## src/rtl/lcd_ctrl_if.sv

```systemverilog
// Byte-write handshake between the CPU I/O decode and the LCD controller.
// The master drives a one-cycle request; the slave reports when it can take one.
interface lcd_ctrl_if;
    logic       wr_valid;
    logic       wr_rs;
    logic [7:0] wr_data;
    logic       wr_ready;
    logic       busy;

    modport master (output wr_valid, wr_rs, wr_data, input  wr_ready, busy);
    modport slave  (input  wr_valid, wr_rs, wr_data, output wr_ready, busy);
endinterface

```

## src/rtl/lcd_ctrl.sv

```systemverilog
// HD44780 4-bit write-only controller: power-on init, nibble split, E pulse
// timing and per-command execution waits behind a simple ready/valid port.
module lcd_ctrl #(
    parameter logic [19:0] T_POWERON = 20'd405000,
    parameter logic [7:0]  T_SETUP   = 8'd2,
    parameter logic [7:0]  T_PULSE   = 8'd12,
    parameter logic [7:0]  T_HOLD    = 8'd2,
    parameter logic [15:0] T_CMD     = 16'd1080,
    parameter logic [15:0] T_CLR     = 16'd44280
) (
    input  logic        sys_clk,
    input  logic        rst_n,
    lcd_ctrl_if.slave   bus,
    output logic        lcd_e,
    output logic        lcd_rw,
    output logic        lcd_rs,
    output logic [3:0]  lcd_db
);

    typedef enum logic [2:0] {
        S_PWR_WAIT, S_LOAD, S_SETUP, S_PULSE, S_HOLD, S_EXEC, S_IDLE
    } state_t;

    state_t      r_state, w_next;
    // 20 bits so the 405000-cycle power-on wait fits in the shared counter
    logic [19:0] r_cnt, w_cnt;
    logic [2:0]  r_idx;
    logic        r_init, r_low, r_e, r_lcd_rs;
    logic [3:0]  r_lcd_db;
    logic [7:0]  r_byte;
    logic        r_rs_b, r_nib_only, r_long;
    logic [9:0]  w_rom;
    logic        w_done, w_accept, w_ld_rom, w_ld_db, w_low, w_idx_inc, w_init_end;
    logic [3:0]  w_db;
    logic        w_rs;

    // {nibble_only, long_wait, byte}; nibble-only entries send byte[7:4]
    function automatic logic [9:0] init_rom(input logic [2:0] idx);
        case (idx)
            3'd0:    init_rom = {1'b1, 1'b1, 8'h30};
            3'd1:    init_rom = {1'b1, 1'b1, 8'h30};
            3'd2:    init_rom = {1'b1, 1'b0, 8'h30};
            3'd3:    init_rom = {1'b1, 1'b0, 8'h20};
            3'd4:    init_rom = {1'b0, 1'b0, 8'h28};
            3'd5:    init_rom = {1'b0, 1'b0, 8'h0C};
            3'd6:    init_rom = {1'b0, 1'b1, 8'h01};
            default: init_rom = {1'b0, 1'b0, 8'h06};
        endcase
    endfunction

    assign w_rom  = init_rom(r_idx);
    assign w_done = (r_cnt == 20'd0);

    always_comb begin
        w_next     = r_state;
        w_cnt      = r_cnt - 20'd1;
        w_accept   = 1'b0;
        w_ld_rom   = 1'b0;
        w_ld_db    = 1'b0;
        w_db       = r_byte[7:4];
        w_rs       = r_rs_b;
        w_low      = r_low;
        w_idx_inc  = 1'b0;
        w_init_end = 1'b0;
        case (r_state)
            S_PWR_WAIT: if (w_done) w_next = S_LOAD;
            S_LOAD: begin
                w_next  = S_SETUP;
                w_cnt   = {12'd0, T_SETUP};
                w_ld_db = 1'b1;
                w_low   = 1'b0;
                if (r_init) begin
                    w_ld_rom = 1'b1;
                    w_db     = w_rom[7:4];
                    w_rs     = 1'b0;
                end
            end
            S_SETUP: if (w_done) begin
                w_next = S_PULSE;
                w_cnt  = {12'd0, T_PULSE};
            end
            S_PULSE: if (w_done) begin
                w_next = S_HOLD;
                w_cnt  = {12'd0, T_HOLD};
            end
            S_HOLD: if (w_done) begin
                if (!r_low && !r_nib_only) begin
                    // low nibble follows directly, no gap cycle
                    w_next  = S_SETUP;
                    w_cnt   = {12'd0, T_SETUP};
                    w_ld_db = 1'b1;
                    w_db    = r_byte[3:0];
                    w_low   = 1'b1;
                end else begin
                    w_next = S_EXEC;
                    w_cnt  = r_long ? {4'd0, T_CLR} : {4'd0, T_CMD};
                end
            end
            S_EXEC: if (w_done) begin
                if (r_init && r_idx != 3'd7) begin
                    w_next    = S_LOAD;
                    w_idx_inc = 1'b1;
                end else begin
                    w_next     = S_IDLE;
                    w_init_end = 1'b1;
                end
            end
            S_IDLE: begin
                w_cnt = r_cnt;
                if (bus.wr_valid) begin
                    w_next   = S_LOAD;
                    w_accept = 1'b1;
                end
            end
            default: begin
                w_next = S_PWR_WAIT;
                w_cnt  = T_POWERON;
            end
        endcase
    end

    always_ff @(posedge sys_clk) begin
        if (!rst_n) begin
            r_state  <= S_PWR_WAIT;
            r_cnt    <= T_POWERON;
            r_e      <= 1'b0;
            r_lcd_db <= 4'd0;
            r_lcd_rs <= 1'b0;
            r_init   <= 1'b1;
            r_idx    <= 3'd0;
            r_low    <= 1'b0;
        end else begin
            r_state <= w_next;
            r_cnt   <= w_cnt;
            r_e     <= (w_next == S_PULSE);
            r_low   <= w_low;
            if (w_ld_db) begin
                r_lcd_db <= w_db;
                r_lcd_rs <= w_rs;
            end
            if (w_next == S_PWR_WAIT) begin
                r_init <= 1'b1;
                r_idx  <= 3'd0;
            end else begin
                if (w_idx_inc)  r_idx  <= r_idx + 3'd1;
                if (w_init_end) r_init <= 1'b0;
            end
        end
    end

    // Byte under transfer: from the CPU on accept, from the ROM during init
    always_ff @(posedge sys_clk) begin
        if (w_accept) begin
            r_byte     <= bus.wr_data;
            r_rs_b     <= bus.wr_rs;
            r_nib_only <= 1'b0;
            r_long     <= !bus.wr_rs && (bus.wr_data[7:2] == 6'd0) && (bus.wr_data[1:0] != 2'd0);
        end else if (w_ld_rom) begin
            r_byte     <= w_rom[7:0];
            r_rs_b     <= 1'b0;
            r_nib_only <= w_rom[9];
            r_long     <= w_rom[8];
        end
    end

    assign bus.wr_ready = (r_state == S_IDLE);
    assign bus.busy     = (r_state != S_IDLE);
    assign lcd_e        = r_e;
    assign lcd_rw       = 1'b0;
    assign lcd_rs       = r_lcd_rs;
    assign lcd_db       = r_lcd_db;

endmodule
```

## src/flat_wrapper.sv

```systemverilog
// flat-port wrapper written by rule: the top's interface ports become plain ports
module lcd_ctrl_flat 
#(
    parameter logic [19:0] T_POWERON = 20'd405000,
    parameter logic [7:0]  T_SETUP   = 8'd2,
    parameter logic [7:0]  T_PULSE   = 8'd12,
    parameter logic [7:0]  T_HOLD    = 8'd2,
    parameter logic [15:0] T_CMD     = 16'd1080,
    parameter logic [15:0] T_CLR     = 16'd44280
)
  (sys_clk, rst_n, lcd_e, lcd_rw, lcd_rs, lcd_db, bus_wr_valid, bus_wr_rs, bus_wr_data, bus_wr_ready, bus_busy);
  lcd_ctrl_if bus_i ();
  input  logic sys_clk;
  input  logic rst_n;
  output logic lcd_e;
  output logic lcd_rw;
  output logic lcd_rs;
  output logic [3:0] lcd_db;
  input wire logic [$bits(bus_i.wr_valid)-1:0] bus_wr_valid;
  input wire logic [$bits(bus_i.wr_rs)-1:0] bus_wr_rs;
  input wire logic [$bits(bus_i.wr_data)-1:0] bus_wr_data;
  output wire logic [$bits(bus_i.wr_ready)-1:0] bus_wr_ready;
  output wire logic [$bits(bus_i.busy)-1:0] bus_busy;
  assign bus_i.wr_valid = bus_wr_valid;
  assign bus_i.wr_rs = bus_wr_rs;
  assign bus_i.wr_data = bus_wr_data;
  assign bus_wr_ready = bus_i.wr_ready;
  assign bus_busy = bus_i.busy;
  lcd_ctrl #(.T_POWERON(T_POWERON), .T_SETUP(T_SETUP), .T_PULSE(T_PULSE), .T_HOLD(T_HOLD), .T_CMD(T_CMD), .T_CLR(T_CLR)) u_core (.sys_clk(sys_clk), .rst_n(rst_n), .bus(bus_i), .lcd_e(lcd_e), .lcd_rw(lcd_rw), .lcd_rs(lcd_rs), .lcd_db(lcd_db));
endmodule
```

## config.mk

```make
export PLATFORM = sky130hd
export DESIGN_NAME = lcd_ctrl_flat
export DESIGN_NICKNAME = d
export VERILOG_FILES = /design/src/rtl/lcd_ctrl_if.sv /design/src/rtl/lcd_ctrl.sv /design/src/flat_wrapper.sv
export SDC_FILE = /design/constraint.sdc
export NUM_CORES = 1
export LEC_CHECK = 0
export ABC_AREA = 1
export CAP_MARGIN = 10
export CORE_UTILIZATION = 37
export DETAILED_ROUTE_END_ITERATION = 10
export HOLD_SLACK_MARGIN = 0.12
export SYNTH_ARGS = -nofsm -noshare
export SYNTH_HDL_FRONTEND = slang
export SYNTH_SLANG_ARGS = --single-unit
```

## constraint.sdc

```tcl
create_clock -name sys_clk -period 2 [get_ports sys_clk]
set_input_delay 0.3 -clock sys_clk [delete_from_list [all_inputs] [get_ports sys_clk]]
set_output_delay 0.3 -clock sys_clk [all_outputs]
set_load 0.02 [all_outputs]
```

==> summary.log, run 1 <==
INFO  status         run_status=completed
INFO  critical_path  critical_path.endpoint_type=flop
INFO  timing         slew_violations=0
INFO  floorplan      fp.dieH=87.65um
INFO  logic_synthesis avgSynthCellArea=7.256um2
INFO  logic_synthesis netlist_top_cells_area=sky130_fd_sc_hd__dfxtp_1 (26%), sky130_fd_sc_hd__nand2_1 (12%), sky130_fd_sc_hd__edfxtp_1 (11%)
INFO  clock_network  tritoncts=yes
INFO  logic_synthesis synth_sequential_area_ratio=0.3688
INFO  final_layout   regArea=1001um2
INFO  critical_path  cp_top_family=simple AND/OR/NAND/NOR gates
INFO  critical_path  bufs_and_invs_on_worst_path=2
INFO  run            max_cap_viol_count=0
INFO  timing         fin_skew=8.104ps
INFO  logic_synthesis synth.net_count=393
INFO  final_layout   finish.utilization=0.4694
INFO  drt            drt_iter0_drc=84
INFO  timing         period_needed=1890ps
INFO  critical_path  worstPathCellList=nor2_1 > nand2_1 > nor2_4 > buf_4 > nand3_2 > nand2_1 > nand4_4 > buf_4 > a21oi_1 > o21bai_1
INFO  power_and_ir_drop power.share.switching=0.2950
INFO  clock_network  worstSkewPairLatency=310ps
INFO  drt            route.detailed.drc=0
INFO  power_and_ir_drop max-vdd-ir-drop=0.2176mV
INFO  critical_path  timing.critical_path.slowest_stage_cell=sky130_fd_sc_hd__dfxtp_1
INFO  logic_synthesis synth.most_common_cell=sky130_fd_sc_hd__nand2_1
INFO  critical_path  critical_path.max_fanout=6
INFO  timing         post-route-period-util=0.9448
INFO  power_and_ir_drop clock_power_share=0.313
INFO  grt            antenna_found_initial=0
INFO  grt            grt_use_total=0.1855
INFO  floorplan      die_x=87.65um
INFO  final_layout   area_used_by_multi_input_combinational_logic=1554um2
INFO  clock_network  cts-hold-fix-buffers=0
INFO  floorplan      initial_utilization=0.3908
INFO  placed_design  placedCellCount=493
INFO  critical_path  criticalPathCategory=flop to flop
INFO  clock_network  clock_path_buffers=2
INFO  drt            routed_wire_length_per_instance=12.48um
INFO  placed_design  dpl.hpwl=4850um
INFO  power_and_ir_drop comb_power_share=0.154
INFO  clock_network  clock_tree.htree_level_count=2
INFO  logic_synthesis syn_inst=374
INFO  final_layout   post_route_cells_drive_above_1_share=0.1663
INFO  logic_synthesis synth_common_cells=sky130_fd_sc_hd__nand2_1 (89), sky130_fd_sc_hd__inv_1 (46), sky130_fd_sc_hd__nor2_1 (46)
INFO  floorplan      fp.dieArea=7682um2
INFO  floorplan      fp-row-count=30
INFO  critical_path  timing.critical_path.arrival=2100ps
INFO  drt            finalWirelength=6302um
INFO  worst_hold_path worstHoldPathType=flop to flop
INFO  critical_path  required=2210ps
INFO  power_and_ir_drop switching_power=556.6uW
INFO  power_and_ir_drop share_seq_of_total_power=0.533
INFO  logic_synthesis yosys_register_bits=45
INFO  placed_design  numPortBuffers=19
INFO  logic_synthesis post_synth_edffs=10
INFO  drt            vias_cell=4.796
INFO  grt            largest_net_degree_at_the_start_of_global_routing=17
INFO  final_layout   antenna_diode_instance_count=0
INFO  critical_path  worst_setup_path_start_kind=flop
INFO  final_layout   final_net_count=427
INFO  logic_synthesis ys_warn_count=0
INFO  timing         setup_violating_endpoint_count_in_the_final_report=0
INFO  clock_network  cts.reportedPaths.clkPinSlew=90ps
INFO  power_and_ir_drop total_leakage_power=1.485nW
INFO  clock_network  tritoncts.num_buffers=5
INFO  final_layout   final.fill_count=716
INFO  final_layout   finish.cell_count_without_fillers=505
INFO  logic_synthesis netlist_area=2714um2
INFO  logic_synthesis synth_cell_types=36
INFO  grt            global_route_total_overflow=0
INFO  grt            via_count_of_the_first_global_routing_pass=2387
INFO  logic_synthesis postSynth.asyncResetShare=0
INFO  drt            ant_nets=0
INFO  drt            firstDrtPassIters=4
INFO  timing         final-hold-violation-count=0
INFO  floorplan      coreArea=6944um2
INFO  final_layout   areaGrowthSynthToFinish=20.10%
INFO  logic_synthesis yosys_most_used_dff=sky130_fd_sc_hd__dfxtp_1
INFO  drt            route.vias.total=2422
INFO  logic_synthesis netlist.area_leader.share=0.2582
INFO  critical_path  critPathMaxStageDelay=370ps
INFO  power_and_ir_drop power.density_cell_area=578.9nW/um2
INFO  logic_synthesis netlist.top_cell.by_area=sky130_fd_sc_hd__dfxtp_1
INFO  power_and_ir_drop power_report.internal_total=1.330mW
INFO  clock_network  clock-sinks=45
INFO  floorplan      io_pins=21
INFO  placed_design  finalWeightedCongestion=0.8747
INFO  clock_network  clock-root-buffer=sky130_fd_sc_hd__clkbuf_8
INFO  timing         clock.fmax=529.2MHz
INFO  grt            wire_length_of_the_first_global_routing_pass=10920um
==> final cells by class <==
| type | instances | share of cell area |
|---|---|---|
| Clock buffer | 5 | 0.02111 |
| Sequential cell | 45 | 0.3071 |
| Clock inverter | 3 | 0.006910 |
| Tap cell | 96 | 0.03685 |
| Inverter | 50 | 0.05758 |
| Multi-Input combinational cell | 274 | 0.4768 |
| Timing Repair Buffer | 32 | 0.09367 |
==> stage by stage <==
step                cell area [um2]  hold slack, ps  setup slack, ps  power [mW]  TNS (ps)
finish                         3259           478.0            110.3       1.887         0
global route                   3259           509.7           -5.937       1.977    -5.937
CTS                            3177           476.8            15.76       1.887         0
detailed placement             3080           464.0           -33.73       1.308    -83.31
global placement               3080           457.6            26.30       1.309         0
floorplan                      2714           440.9            247.9       1.225         0
==> power by group through the flow <==
stage               clock, mW  sequential [mW]  combinational (mW)
finish                  0.590             1.01               0.291
global route            0.640             1.01               0.328
CTS                     0.598             1.00               0.284
detailed placement          0             1.03               0.283
global placement            0             1.03               0.284
floorplan                   0             1.01               0.212
==> cells by family after synthesis <==
| family | Yosys count | synth area share |
|---|---|---|
| other | 1 | 0.001382 |
| buffers and inverters | 56 | 0.08068 |
| multiplexers | 1 | 0.004149 |
| AND/OR/NAND/NOR | 192 | 0.3485 |
| adder cells (fa/ha/maj) | 7 | 0.03227 |
| XOR/XNOR | 16 | 0.05164 |
| flip-flops | 45 | 0.3688 |
| AO/OA/AOI/OAI | 56 | 0.1125 |
==> path summary, 6_finish.rpt <==
path	depth (start not counted)	start	slack, ps	end
worst min-delay path	2	u_core.lcd_db[2]	480	u_core.lcd_db[2]
worst max register to register	10	u_core.r_cnt[8]	110	u_core.r_cnt[17]
worst min register to register	2	u_core.lcd_db[2]	480	u_core.lcd_db[2]
worst max-delay path	10	u_core.r_cnt[8]	110	u_core.r_cnt[17]
==> repair_timing <==
item	4_1_cts	5_1_grt
pin swaps	0	4
cloned	0	1
setup buffers	0	3
endpoints found under the setup margin	3	27
hold endpoints to repair	0	0
gates resized for setup	1	12
==> tightest hold or removal path: stages, from the launching register on <==
cell	delay, ps
sky130_fd_sc_hd__dfxtp_1	320
sky130_fd_sc_hd__nand2_1	60
sky130_fd_sc_hd__a31oi_1	60
==> sequential cells by signal (all words and copies together), names as in the netlist <==
signal             flops
u_core.lcd_rs          1
u_core.r_byte          8
u_core.r_init          1
u_core.r_cnt          20
u_core.lcd_db          4
u_core.r_rs_b          1
u_core.r_idx           3
u_core.r_state         3
u_core.r_low           1
u_core.r_nib_only      1
u_core.r_long          1
u_core.lcd_e           1
==> layer usage <==
layer | up-vias | global-route usage | wire (um)
met5 | - | 0 | 0
met4 | 0 | 0.05216 | 87
met3 | 10 | 0.03959 | 235
met2 | 44 | 0.3281 | 3087
met1 | 1113 | 0.2270 | 2891
li1 | 1255 | - | -
==> placed cells by master (no fill, tap or decap), drive strengths merged <==
cell type / Yosys / layout
nand2: 100 / 100
nor2: 61 / 61
inv: 50 / 50
dfxtp: 35 / 35
o21ai: 30 / 30
nand3: 19 / 20
clkdlybuf4s50: 0 / 17
a21oi: 16 / 16
buf: 3 / 13
edfxtp: 10 / 10
xnor2: 8 / 8
xor2: 8 / 8
ha: 7 / 7
a31oi: 6 / 6
clkbuf: 3 / 5
nand4: 5 / 5
nor3: 3 / 3
o211ai: 3 / 3
clkinvlp: 0 / 3
or2: 2 / 2
dlymetal6s2s: 0 / 2
nor4: 1 / 1
nand3b: 1 / 1
mux2: 1 / 1
o21bai: 1 / 1
conb: 1 / 1
Note: power is estimated with default switching activity, not from simulation.
==> run 2: changes to the inputs <==
--- a/config.mk
+++ b/config.mk
@@ -9,6 +9,7 @@
 export CAP_MARGIN = 10
 export CORE_UTILIZATION = 37
 export DETAILED_ROUTE_END_ITERATION = 10
+export GPL_TIMING_DRIVEN = 0
 export HOLD_SLACK_MARGIN = 0.12
 export SYNTH_ARGS = -nofsm -noshare
 export SYNTH_HDL_FRONTEND = slang
==> summary.log, run 2 (synthesis gave the netlist of run 1 again) <==
INFO  clock_network  clock-root-buffer=sky130_fd_sc_hd__clkbuf_8
INFO  timing         worst_slew_margin_rel=0.6506
INFO  clock_network  cts-hold-fix-buffers=0 [unchanged]
INFO  floorplan      fp.dieArea=7682um2 [unchanged]
INFO  critical_path  timing.critical_path.arrival=1620ps [-480 ps]
INFO  placed_design  numPortBuffers=18 [-1]
INFO  timing         final-hold-violation-count=0 [unchanged]
INFO  final_layout   largest_reg_flops=20 [unchanged]
INFO  clock_network  clock_tree.htree_level_count=2 [unchanged]
INFO  final_layout   areaGrowthSynthToFinish=17.34%
INFO  drt            finalWirelength=6030um [-4.3%]
INFO  critical_path  worst_setup_path_start_kind=flop
INFO  floorplan      coreArea=6944um2 [unchanged]
INFO  critical_path  critical_path.endpoint_type=output pin
INFO  critical_path  critical_path.max_fanout=10 [+4]
INFO  status         run_status=completed
INFO  placed_design  dpl_cell_area=3014um2 [-2.2%]
INFO  final_layout   post_route_cells_drive_above_1_share=0.1605 [-0.005765]
INFO  run            max_cap_viol_count=0 [unchanged]
INFO  critical_path  required=1700ps [-510 ps]
INFO  drt            route.detailed.drc=0 [unchanged]
INFO  final_layout   final_cell_mix=sky130_fd_sc_hd__nand2_1 (87), sky130_fd_sc_hd__nor2_1 (46), sky130_fd_sc_hd__inv_1 (45)
INFO  floorplan      fp.dieH=87.65um [unchanged]
INFO  clock_network  cts.reportedPaths.clkPinSlew=90ps [about the same]
INFO  power_and_ir_drop share_seq_of_total_power=0.531 [-0.002]
INFO  timing         slew_violations=0 [unchanged]
INFO  clock_network  clock_path_buffers=2 [unchanged]
INFO  final_layout   final.fill_count=710 [-0.84%]
INFO  power_and_ir_drop total_power=1.893mW [+0.30%]
INFO  timing         post-route-period-util=0.9612 [+0.01634]
INFO  power_and_ir_drop total_leakage_power=1.447nW [-2.6%]
INFO  grt            via_count_of_the_first_global_routing_pass=2316 [-3.0%]
INFO  critical_path  timing.critical_path.slowest_stage_cell=sky130_fd_sc_hd__dfxtp_2
INFO  power_and_ir_drop comb_power_share=0.148 [-0.006]
INFO  grt            grt_use_total=0.1795 [-0.005985]
INFO  power_and_ir_drop power.share.switching=0.2949 [about the same]
INFO  timing         setup_violating_endpoint_count_in_the_final_report=0 [unchanged]
INFO  clock_network  worstSkewPairLatency=310ps [about the same]
INFO  final_layout   final_net_count=423 [-0.94%]
INFO  critical_path  worstPathCellList=nand2_2 > nor2_4 > inv_2 > buf_2 > dlygate4sd2_1
INFO  floorplan      io_pins=21 [unchanged]
INFO  final_layout   antenna_diode_instance_count=0 [unchanged]
INFO  worst_hold_path worstHoldPathType=input pin to flop
INFO  critical_path  criticalPathCategory=flop to output pin
INFO  drt            routed_wire_length_per_instance=12.04um [-3.6%]
INFO  critical_path  bufs_and_invs_on_worst_path=3 [+1]
INFO  critical_path  critPathMaxStageDelay=380ps [about the same]
INFO  timing         period_needed=1922ps [+32.68 ps]
INFO  critical_path  cp_top_family=buffers and inverters
INFO  timing         clock.fmax=520.2MHz [-1.7%]
INFO  drt            route.vias.total=2385 [-1.5%]
INFO  grt            largest_net_degree_at_the_start_of_global_routing=17 [unchanged]
INFO  drt            ant_nets=0 [unchanged]
INFO  placed_design  dpl.hpwl=4668um [-3.7%]
INFO  timing         worst-slew-pin-transition=524.1ps
INFO  drt            vias_cell=4.760 [-0.74%]
INFO  final_layout   final_area=3184um2 [-2.3%]
INFO  drt            drt_iter0_drc=77 [-8.3%]
INFO  power_and_ir_drop power.density_cell_area=594.4nW/um2 [+2.7%]
INFO  power_and_ir_drop switching_power=558.1uW [+0.28%]
INFO  placed_design  finalWeightedCongestion=0.8365 [-4.4%]
INFO  final_layout   most_common_cell_after_layout_fill_and_taps_aside=sky130_fd_sc_hd__nand2_1
INFO  floorplan      fp-row-count=30 [unchanged]
INFO  grt            global_route_total_overflow=0 [unchanged]
INFO  drt            firstDrtPassIters=4 [unchanged]
INFO  clock_network  clock-sinks=45 [unchanged]
INFO  floorplan      initial_utilization=0.3908 [unchanged]
INFO  clock_network  tritoncts.num_buffers=5 [unchanged]
INFO  power_and_ir_drop max-vdd-ir-drop=0.2286mV [+5.1%]
INFO  grt            antenna_found_initial=0 [unchanged]
INFO  final_layout   largest_register=u_core.r_cnt
INFO  floorplan      die_x=87.65um [unchanged]
INFO  power_and_ir_drop power_report.internal_total=1.335mW [+0.31%]
INFO  power_and_ir_drop clock_power_share=0.321 [+0.008]
INFO  timing         fin_skew=9.712ps [+1.608 ps]
INFO  clock_network  tritoncts=yes
INFO  grt            wire_length_of_the_first_global_routing_pass=10650um [-2.5%]
==> run 2: worst reg2reg max path, delay by kind of cell, from the launching register on <==
kind	cells	cell delay, ps
AND/OR/NAND/NOR	6	660
adder cells (fa/ha/maj)	1	180
flip-flops	1	330
multiplexers	1	280
buffers and inverters	3	320
==> run 2: power groups by stage <==
stage	Combinational, mW	Clock [mW]	Sequential [mW]
3_3_place_gp	0.268	0	1.02
3_5_place_dp	0.273	0	1.02
2_1_floorplan	0.212	0	1.01
6_report	0.281	0.607	1.00
4_1_cts	0.276	0.618	1.00
5_1_grt	0.320	0.648	1.01
==> run 2: path summary, 6_finish.rpt <==
kind	cells past startpoint	startpoint	endpoint	slack (ps)
worst max-delay path	5	u_core.r_state[2]	bus_busy	80
worst min-delay path	3	rst_n	u_core.r_state[0]	320
worst min register to register	2	u_core.lcd_rs	u_core.lcd_rs	470
worst max register to register	11	u_core.r_cnt[0]	u_core.r_idx[1]	130
==> run 2: final cells by class <==
class	instances	area (um2)	share of cell area
Multi-Input combinational cell	273	1528	0.4798
Sequential cell	45	1005	0.3155
Timing Repair Buffer	23	215.2	0.06758
Inverter	50	187.7	0.05894
Tap cell	96	120.1	0.03772
Clock buffer	5	68.82	0.02161
Buffer	6	35.03	0.01100
Clock inverter	3	25.02	0.007859
==> run 2: metal layers <==
layer / track usage / vias up / routed length, um
li1: - / 1258 / -
met1: 0.2132 / 1067 / 2688
met2: 0.3253 / 49 / 2986
met5: 0 / - / 0
met4: 0.05961 / 0 / 100
met3: 0.03299 / 11 / 253
==> run 2: timing repair <==
action / 4_1_cts / 5_1_grt
setup endpoints to repair: 22 / 38
pin swaps: 1 / 1
gates resized for setup: 7 / 8
buffers inserted: 2 / 3
endpoints found under the hold margin: 0 / 0
==> run 2: through the flow <==
stage	setup TNS, ps	setup WS, ps	utilization	std cells	hold slack, ps
after CTS	0	2.644	0.4515	498	323.3
after floorplan	0	247.9	-	374	440.9
after global routing	-18.05	-10.61	0.4586	501	323.2
after detailed placement	-1635	-259.6	0.4341	488	461.4
final	0	77.63	0.4586	501	317.3
after global placement	-1342	-251.9	0.4341	488	448.0
==> run 3: changes to the inputs <==
--- a/config.mk
+++ b/config.mk
@@ -7,7 +7,7 @@
 export LEC_CHECK = 0
 export ABC_AREA = 1
 export CAP_MARGIN = 10
-export CORE_UTILIZATION = 37
+export CORE_UTILIZATION = 39
 export DETAILED_ROUTE_END_ITERATION = 10
 export GPL_TIMING_DRIVEN = 0
 export HOLD_SLACK_MARGIN = 0.12
==> summary.log, run 3 (synthesis gave the netlist of run 1 again) <==
INFO  critical_path  worst_setup_path_start_kind=flop
INFO  critical_path  timing.critical_path.slowest_stage_cell=sky130_fd_sc_hd__dfxtp_2
INFO  critical_path  critPathMaxStageDelay=380ps [about the same]
INFO  power_and_ir_drop total_power=1.999mW [+5.6%]
INFO  grt            antenna_found_initial=0 [unchanged]
INFO  clock_network  cts.reportedPaths.clkPinSlew=90ps [about the same]
INFO  critical_path  criticalPathCategory=flop to output pin
INFO  drt            firstDrtPassIters=4 [unchanged]
INFO  drt            route.detailed.drc=0 [unchanged]
INFO  clock_network  clock-sinks=45 [unchanged]
INFO  final_layout   final_cell_mix=sky130_fd_sc_hd__nand2_1 (86), sky130_fd_sc_hd__inv_1 (45), sky130_fd_sc_hd__nor2_1 (45)
INFO  power_and_ir_drop total_leakage_power=1.453nW [+0.47%]
INFO  critical_path  critical_path.max_fanout=10 [unchanged]
INFO  floorplan      fp.dieH=85.42um [-2.5%]
INFO  critical_path  critical_path.endpoint_type=output pin
INFO  clock_network  clock_tree.htree_level_count=2 [unchanged]
INFO  critical_path  worstPathCellList=nand2_2 > nor2_4 > inv_2 > buf_2 > dlygate4sd2_1
INFO  timing         worst-slew-pin-transition=520.8ps [-3.317 ps]
INFO  grt            largest_net_degree_at_the_start_of_global_routing=16 [-1]
INFO  clock_network  tritoncts=yes
INFO  critical_path  required=1700ps [about the same]
INFO  final_layout   largest_reg_flops=20 [unchanged]
INFO  status         run_status=completed
INFO  drt            routed_wire_length_per_instance=12.45um [+3.4%]
INFO  timing         worst_slew_margin_rel=0.6528 [+0.002211]
INFO  final_layout   most_common_cell_after_layout_fill_and_taps_aside=sky130_fd_sc_hd__nand2_1
INFO  drt            vias_cell=4.868 [+2.3%]
INFO  drt            finalWirelength=6037um [+0.12%]
INFO  clock_network  clock_path_buffers=2 [unchanged]
INFO  final_layout   final.fill_count=711 [+0.14%]
INFO  critical_path  bufs_and_invs_on_worst_path=3 [unchanged]
INFO  clock_network  cts-hold-fix-buffers=0 [unchanged]
INFO  power_and_ir_drop power.density_cell_area=625.4nW/um2 [+5.2%]
INFO  floorplan      initial_utilization=0.4017 [+0.01086]
INFO  drt            route.vias.total=2361 [-1.0%]
INFO  floorplan      io_pins=21 [unchanged]
INFO  floorplan      die_x=85.42um [-2.5%]
INFO  grt            grt_use_total=0.1794 [about the same]
INFO  final_layout   post_route_cells_drive_above_1_share=0.1630 [+0.002469]
INFO  drt            ant_nets=0 [unchanged]
INFO  timing         fin_setup_tns=0ps [unchanged]
INFO  worst_hold_path worstHoldPathType=input pin to flop
INFO  final_layout   areaGrowthSynthToFinish=17.80%
INFO  grt            wire_length_of_the_first_global_routing_pass=10350um [-2.8%]
INFO  timing         slew_violations=0 [unchanged]
INFO  timing         period_needed=1920ps [-2.383 ps]
INFO  placed_design  finalWeightedCongestion=0.8280 [-1.0%]
INFO  clock_network  tritoncts.num_buffers=5 [unchanged]
INFO  power_and_ir_drop max-vdd-ir-drop=0.2616mV [+14%]
INFO  grt            via_count_of_the_first_global_routing_pass=2242 [-3.2%]
INFO  clock_network  clock-root-buffer=sky130_fd_sc_hd__clkbuf_8
INFO  timing         grt_setup_unrepaired=false
INFO  floorplan      fp-row-count=30 [unchanged]
INFO  timing         fin_hold_ws=321.8ps [+4.453 ps]
INFO  placed_design  numPortBuffers=18 [unchanged]
INFO  timing         clock.fmax=520.8MHz [+0.12%]
INFO  placed_design  dpl_cell_area=2994um2 [-0.66%]
INFO  timing         setup_violating_endpoint_count_in_the_final_report=0 [unchanged]
INFO  final_layout   antenna_diode_instance_count=0 [unchanged]
INFO  clock_network  worstSkewPairLatency=300ps [about the same]
INFO  critical_path  cp_top_family=buffers and inverters
INFO  drt            drt_iter0_drc=136 [+77%]
INFO  final_layout   finish.utilization=0.4731 [+0.01459]
INFO  final_layout   final_net_count=423 [unchanged]
INFO  floorplan      coreArea=6756um2 [-2.7%]
INFO  placed_design  dpl.hpwl=4594um [-1.6%]
INFO  grt            global_route_total_overflow=0 [unchanged]
INFO  timing         final-hold-violation-count=0 [unchanged]
INFO  run            max_cap_viol_count=0 [unchanged]
INFO  timing         fin_skew=3.963ps [-5.749 ps]
INFO  final_layout   final_area=3197um2 [+0.39%]
INFO  floorplan      fp.dieArea=7297um2 [-5.0%]
INFO  timing         post-route-period-util=0.9600 [-0.001191]
INFO  final_layout   largest_register=u_core.r_cnt
INFO  critical_path  timing.critical_path.arrival=1620ps [about the same]
==> run 3: cell count changes in the layout (fill, tap and decap cells not counted), sizes merged <==
| cell | before | now |
|---|---|---|
| inv | 52 | 50 |
| bufinv | 0 | 1 |
| clkinv | 0 | 1 |
| buf | 8 | 7 |
| nand3 | 19 | 20 |
==> run 3: what timing repair did <==
item                                    in CTS  in global routing
gates cloned                                 0                  1
pin swaps                                    1                  3
buffers inserted                             2                  2
resized for setup                            8                  9
endpoints found under the setup margin      22                 36
==> run 3: worst paths after layout <==
kind	from	end	slack, ps	cells after the start
max	u_core.r_state[2]	bus_busy	80	5
min	rst_n	u_core.r_state[1]	320	3
max reg2reg	u_core.r_cnt[0]	u_core.r_idx[2]	160	13
min reg2reg	u_core.lcd_rs	u_core.lcd_rs	470	2
==> run 3: layer usage <==
metal | wire (um) | GRT usage | part of all wire | vias to the layer above
met2 | 2901 | 0.3142 | 0.48 | 42
met5 | 0 | 0 | 0 | -
met4 | 155 | 0.06061 | 0.026 | 0
li1 | - | - | - | 1249
met1 | 2804 | 0.2228 | 0.46 | 1056
met3 | 174 | 0.03016 | 0.029 | 14
==> run 3: power by group <==
group	internal (mW)	switching (mW)	leakage, nW
Combinational	0.122	0.160	1.02
Sequential	0.958	0.0455	0.375
Clock	0.374	0.339	0.0543
==> run 3: final cells by class <==
cell class	instances	area, um2	share of cell area
inverters	50	187.7	0.05871
clock buffers	5	68.82	0.02153
flip-flops and latches	45	1003	0.3139
repair buffers	22	207.7	0.06497
well taps	80	100.1	0.03131
clock inverters	3	46.29	0.01448
plain buffers	6	35.03	0.01096
multi-input cells	274	1548	0.4841
==> run 3: through the flow <==
stage	instances	setup WS, ps
2_1_floorplan	374	247.9
3_3_place_gp	472	-285.2
3_5_place_dp	472	-264.9
4_1_cts	482	19.16
5_1_grt	485	1.348
6_report	485	80.01
==> run 3: worst min-delay path, cell delays in order <==
cell	delay (ps)
sky130_fd_sc_hd__buf_4	160
sky130_fd_sc_hd__nand2_2	90
sky130_fd_sc_hd__inv_1	40
